**config.mk**
```make
export PLATFORM = sky130hd
export DESIGN_NAME = cpsr_unit
export DESIGN_NICKNAME = d
export VERILOG_FILES = /design/src/rtl/cpsr_unit.sv
export SDC_FILE = /design/constraint.sdc
export NUM_CORES = 1
export LEC_CHECK = 0
export ABC_AREA = 1
export BUFFER_PORTS_ARGS = -buffer_cell sky130_fd_sc_hd__buf_4
export CAP_MARGIN = 20
export CORE_MARGIN = 4
export CORE_UTILIZATION = 49
export DETAILED_ROUTE_END_ITERATION = 6
export GPL_ROUTABILITY_DRIVEN = 0
export GPL_TIMING_DRIVEN = 1
export PLACE_DENSITY_LB_ADDON = 0.2
export SLEW_MARGIN = 10
export SYNTH_ARGS = -nofsm -noshare
export SYNTH_HDL_FRONTEND = slang
export SYNTH_SLANG_ARGS = --single-unit
export TNS_END_PERCENT = 50
```
**constraint.sdc**
```tcl
create_clock -name clk -period 2.5 [get_ports clk]
set_input_delay 0.125 -clock clk [delete_from_list [all_inputs] [get_ports clk]]
set_output_delay 0.125 -clock clk [all_outputs]
set_load 0.05 [all_outputs]
```
**src/rtl/cpsr_unit.sv**
```systemverilog
// Architectural CPSR holder: single-cycle and multi-cycle NZCV commits, MSR byte-lane writes,
// and a pending-flag scoreboard that stalls dependent conditional instructions.
//   state  | meaning
//   S_IDLE | flags resolved; ALU flag commits and MSR writes accepted
//   S_PEND | multi-cycle flag write outstanding; hazard raised, MSR held off
module cpsr_unit #(
    parameter logic [31:0] RESET_CPSR   = 32'h0000_00D3,
    parameter int          PEND_TIMEOUT = 64,
    parameter int          CNT_W        = 7
) (
    input  logic        clk,
    input  logic        rst_b,
    input  logic        ex_valid,
    input  logic        ex_stall,
    input  logic        ex_flush,
    input  logic        set_cond_bits,
    input  logic        cond_go,
    input  logic        ex_multicycle,
    input  logic [3:0]  alu_flags,
    input  logic        mc_flags_valid,
    input  logic [3:0]  mc_flags,
    input  logic        msr_we,
    input  logic [3:0]  msr_mask,
    input  logic [31:0] msr_data,
    output logic [31:0] cpsr,
    output logic        cpsr_hazard,
    output logic        msr_ready,
    output logic        pend_err
);

    typedef enum logic {S_IDLE = 1'b0, S_PEND = 1'b1} state_t;

    localparam logic [CNT_W-1:0] L_TIMEOUT    = CNT_W'(PEND_TIMEOUT);
    localparam logic [CNT_W-1:0] L_TIMEOUT_M1 = CNT_W'(PEND_TIMEOUT - 1);

    state_t           r_state;
    logic [31:0]      r_cpsr;
    logic [CNT_W-1:0] r_cnt;
    logic             r_pend_err;

    logic             w_adv;
    logic [31:0]      w_msr_cpsr;

    assign w_adv = ex_valid & ~ex_stall & ~ex_flush & cond_go & set_cond_bits;

    always_comb begin
        w_msr_cpsr = r_cpsr;
        for (int i = 0; i < 4; i++) begin
            if (msr_mask[i]) w_msr_cpsr[8*i +: 8] = msr_data[8*i +: 8];
        end
    end

    always_ff @(posedge clk or negedge rst_b) begin
        if (!rst_b) begin
            r_state    <= S_IDLE;
            r_cpsr     <= RESET_CPSR;
            r_cnt      <= '0;
            r_pend_err <= 1'b0;
        end else begin
            case (r_state)
                S_IDLE: begin
                    // Flag commit owns 31:28; MSR still lands in the remaining lanes.
                    if (w_adv && !ex_multicycle) begin
                        r_cpsr <= {alu_flags, (msr_we ? w_msr_cpsr[27:0] : r_cpsr[27:0])};
                    end else if (msr_we) begin
                        r_cpsr <= w_msr_cpsr;
                    end
                    if (w_adv && ex_multicycle) begin
                        r_state <= S_PEND;
                        r_cnt   <= '0;
                    end
                end
                S_PEND: begin
                    if (r_cnt != L_TIMEOUT) r_cnt <= r_cnt + 1'b1;
                    if (r_cnt == L_TIMEOUT_M1) r_pend_err <= 1'b1;
                    // Producer has already left execute, so its flags commit even on a flush.
                    if (mc_flags_valid) begin
                        r_cpsr[31:28] <= mc_flags;
                        r_state       <= S_IDLE;
                    end else if (ex_flush) begin
                        r_state <= S_IDLE;
                    end
                end
                default: r_state <= S_IDLE;
            endcase
        end
    end

    assign cpsr        = r_cpsr;
    assign cpsr_hazard = (r_state == S_PEND);
    assign msr_ready   = (r_state == S_IDLE);
    assign pend_err    = r_pend_err;

endmodule

```
Word-level counts from Yosys, hierarchy flattened
Cells that the tools add are included.

Register bits: 41. Input bits: 54.

Add/sub/neg operators: 1. Equality and inequality tests: 7. Muxes and demuxes: 16. Bitwise logic cells: 7. Reduce and logical (&&, ||, !) cells: 7.

Operators by type and width (number): $mux W32 (2); $mux W8 (4); $mux W28 (1); $mux W7 (2); $pmux W7 S2 (1); $pmux W4 S2 (1); $add A7 B1 Y7 const B (1); $eq A7 B6 Y1 const B (1); $ne A7 B7 Y1 const B (1); $ne A3 B2 Y1 const B (2); $reduce_and A2 Y1 (3); $and A1 B1 Y1 (4); $mux W4 (1); $ne A2 B1 Y1 const B (2); $mux W1 (3); $not A1 Y1 (3); $reduce_and A3 Y1 (1); $logic_and A1 B1 Y1 (2); $ne A2 B2 Y1 const B (1); $pmux W1 S2 (1); $logic_not A1 Y1 (1).

Longest topological paths before layout
Depth in word-level cells: 8. Gate-level depth with buffers: 9. Depth with buffers taken out: 9.

Least setup slack after synthesis
Ideal clock, no wire load.

Kind: register -> register. From: register r_state (netlist: cpsr_hazard). To: register r_cpsr[28] (netlist: cpsr[28]). Arrival: 1.390 ns. Slack: 0.992 ns. Stages on the path, launching flop included: 7. Buffers on the path: 1. Cell sequence: dfrtp_1 inv_2 buf_2 nor2_1 nor2_1 nand2_1 nand2_1.

Longest elaborated chain between the ends: 3.

RTL lines: start, declared (line 36) `state_t r_state;`; start signal, assigned (line 55) `r_state <= S_IDLE;`; start signal, assigned (line 69) `r_state <= S_PEND;`; start signal, assigned (line 79) `r_state <= S_IDLE;`; $not A1 Y1 (no source line) (*); via msr_ready (line 27) `output logic msr_ready,`; $ne A3 B2 Y1 (no source line); $reduce_and A3 Y1 (no source line); end signal, assigned (line 64) `r_cpsr <= {alu_flags, (msr_we ? w_msr_cpsr[27:0] : r_cpsr[27:0])};`; end signal, assigned (line 66) `r_cpsr <= w_msr_cpsr;`; end signal, assigned (line 78) `r_cpsr[31:28] <= mc_flags;`; end, declared (line 37) `logic [31:0] r_cpsr;`.

Mark *: on every way through the listed nets, which the timed path passes. The rest lies on a longest branch. A chain may end at the register's enable or synchronous reset.

Final worst setup path
From: register r_state (netlist: cpsr_hazard). To: register r_cpsr[11] (netlist: cpsr[11]).

Longest elaborated chain between the ends: 2.

RTL lines: $not A1 Y1 (no source line); $reduce_and A2 Y1 (no source line).

No other way between the ends.

==> results.txt <==
FILL cells = 291
startpoint types = flip-flop
commonest non-fill, non-tap cell in the layout = buf_4
Hold Crit Start = msr_data[11]
Boundary Pins = 89
first-pass GRT wire length = 7560 um
CTS Buf Count = 5
relative slew slack = 65.9%
minimum clock period = 1.47 ns
root buf cell = clkbuf_8
worst r2r src = cpsr_hazard
Core Region = 3660 um^2
Synth cell types = 25
endpoint class of the critical path = flip-flop
Longest Clk Path Bufs = 2
family with the most delay on the worst path = flip-flops
syn_nets = 228
Fin Setup TNS = 0 ns
Slew Limit Fails = 0
vias per cell = 4.87
Worst EP required = 2.67 ns
fraction of layout cells with a size suffix above 1 = 51.3%
Post-CTS Setup Inserts = 0
max cap viols = 0
largest vdd supply drop = 613 uV
Synth Register Bits = 41
initial DRC count = 88
Worst-Skew Late Latency = 0.28 ns
clock sinks = 41
Min-Delay Endpoint = cpsr[11]
initial antenna violation count = 0
Port Buf Inserts = 88
Syn Area/Cell = 10.8 um^2
drt pass-1 iters = 4
Primary FF master, synth = dfrtp_1
Post-layout nets = 322
HPWL after detailed placement = 3410 um
FMAX = 680 MHz
crit-path cells = inv_2 -> nand3_2 -> mux2_1
largest net degree at the start of global routing = 42
row count = 22
routed length per instance = 14.2 um
clock skew = 0.00335 ns
RSZ-0062 raised after global routing = no
# diodes = 0
critical path type = reg -> reg
number of synthesized flops with an enable pin = 0
crit path max fanout = 17
routed wl met3 = 475 um
antenna-violating nets left = 0
Slowest-stage cell, CP = dfrtp_1
buffers plus inverters on the worst setup path = 1
total global routing overflow = 0
Final Hold Fails = 0
post-synthesis sequential area ratio = 55.7%
Syn Inst Count = 172
WL final = 4480 um
cell count of the worst reg-to-reg path = 3
Power per Cell Area = 747 nW/um^2
chip width = 69.5 um
Final period util = 58.8%
met2 WL = 2110 um
HP Class = in -> reg
run status = completed
reg2reg end = cpsr[11]
FFs w/ async S/R, synth = 100%
flop-to-flop setup slack = 1.03 ns
CP arrival = 1.64 ns
DRC viols = 0
Levels on crit path = 3
Mapped Area = 1850 um^2
wire length on met1 = 1810 um
CTS clk-pin slew, worst paths = 0.07 ns
die area = 4830 um^2
GRT Overall Usage = 19.8%
vias post-DR = 1,533
Worst-Margin Slew = 0.512 ns
Post-Route Utilization = 72.7%
Hold Path Depth = 2
Ys Warns = 0
Pleak = 0.00135 uW
max layer used = met4
Layout area overhead = 43.6%
Die H = 69.5 um
CP max stage delay = 0.45 ns
number of global-route vias before repair = 1,605
CTS tree = yes
highest-count cells in the layout ignoring fill and taps = 88 x buf_4, 36 x dfrtp_1, 34 x nand2_1, 27 x mux2_2, 15 x nand3_1
final setup fails = 0
initial core utilization = 50.6%
number of H-tree levels = 2
==> metal layers <==
metal	track usage [%]	vias to the layer above
met5	0	-
met4	7.16	0
met3	9.13	7
met2	31.7	66
met1	23.4	702
li1	-	758
==> per-stage QoR <==
stage               hold slack [ns]  instance area [um^2]  power, uW  std cells  setup slack (ns)
detailed placement            0.131                  2560       1590        306              1.05
finish                       0.0486                  2660       1990        315              1.03
CTS                          0.0350                  2660       2020        315              1.04
global route                 0.0468                  2660       2100        315             0.891
global placement              0.135                  2560       1570        306              1.08
floorplan                    -0.171                  1850       1330        172             0.992
==> sequential cells by signal (all words and copies together) (netlist names) <==
| register | count |
|---|---|
| r_cnt | 7 |
| cpsr | 32 |
| pend_err | 1 |
| cpsr_hazard | 1 |
==> cell families after synthesis <==
logic type | Yosys count | synth area share [%]
adder cells (fa/ha/maj) | 2 | 1.35
AO/OA/AOI/OAI | 10 | 2.83
AND/OR/NAND/NOR | 72 | 18.6
XOR/XNOR | 2 | 0.945
buffers and inverters | 17 | 3.58
flip-flops | 41 | 55.7
multiplexers | 28 | 17.0
==> worst max-delay path by stage <==
stage / endpoint / startpoint
floorplan: cpsr[28] / cpsr_hazard
global placement: cpsr[11] / cpsr_hazard
detailed placement: cpsr[11] / cpsr_hazard
CTS: cpsr[11] / cpsr_hazard
global route: r_cnt[3] / cpsr_hazard
finish: cpsr[11] / cpsr_hazard
==> synth_stat cells, types with 2 or more instances <==
cell | n | area [um^2]
dfrtp_1 | 36 | 901
dfstp_2 | 5 | 131
ha_1 | 2 | 25.0
inv_1 | 14 | 52.6
mux2_2 | 27 | 304
nand2_1 | 34 | 128
nand3_1 | 15 | 75.1
nand3_2 | 4 | 40.0
nor2_1 | 12 | 45.0
o21ai_0 | 6 | 30.0
o21ai_1 | 2 | 10.0
xor2_1 | 2 | 17.5
==> repair_timing <==
item                                   in CTS  in global routing
hold buffers                                1                  0
resized for setup                           0                  0
endpoints found under the hold margin      36                  0
setup endpoints to repair                   0                  0
==> power breakdown <==
part | leakage, uW | switching, uW | total, uW | internal (uW)
clock | 0.0000374 | 214 | 410 | 196
combinational | 0.000827 | 448 | 710 | 262
sequential | 0.000490 | 82.8 | 870 | 787
total | 0.00135 | 745 | 1990 | 1250
==> final cells by class <==
type	count	area, um^2	share of cell area [%]
inverters	15	56.3	2.11
well taps	48	60.1	2.26
flip-flops and latches	41	1030	38.8
repair buffers	89	671	25.2
clock buffers	6	72.6	2.73
multi-input cells	114	756	28.4
clock inverters	2	15.0	0.564
Note: power is estimated with default switching activity, not from simulation.
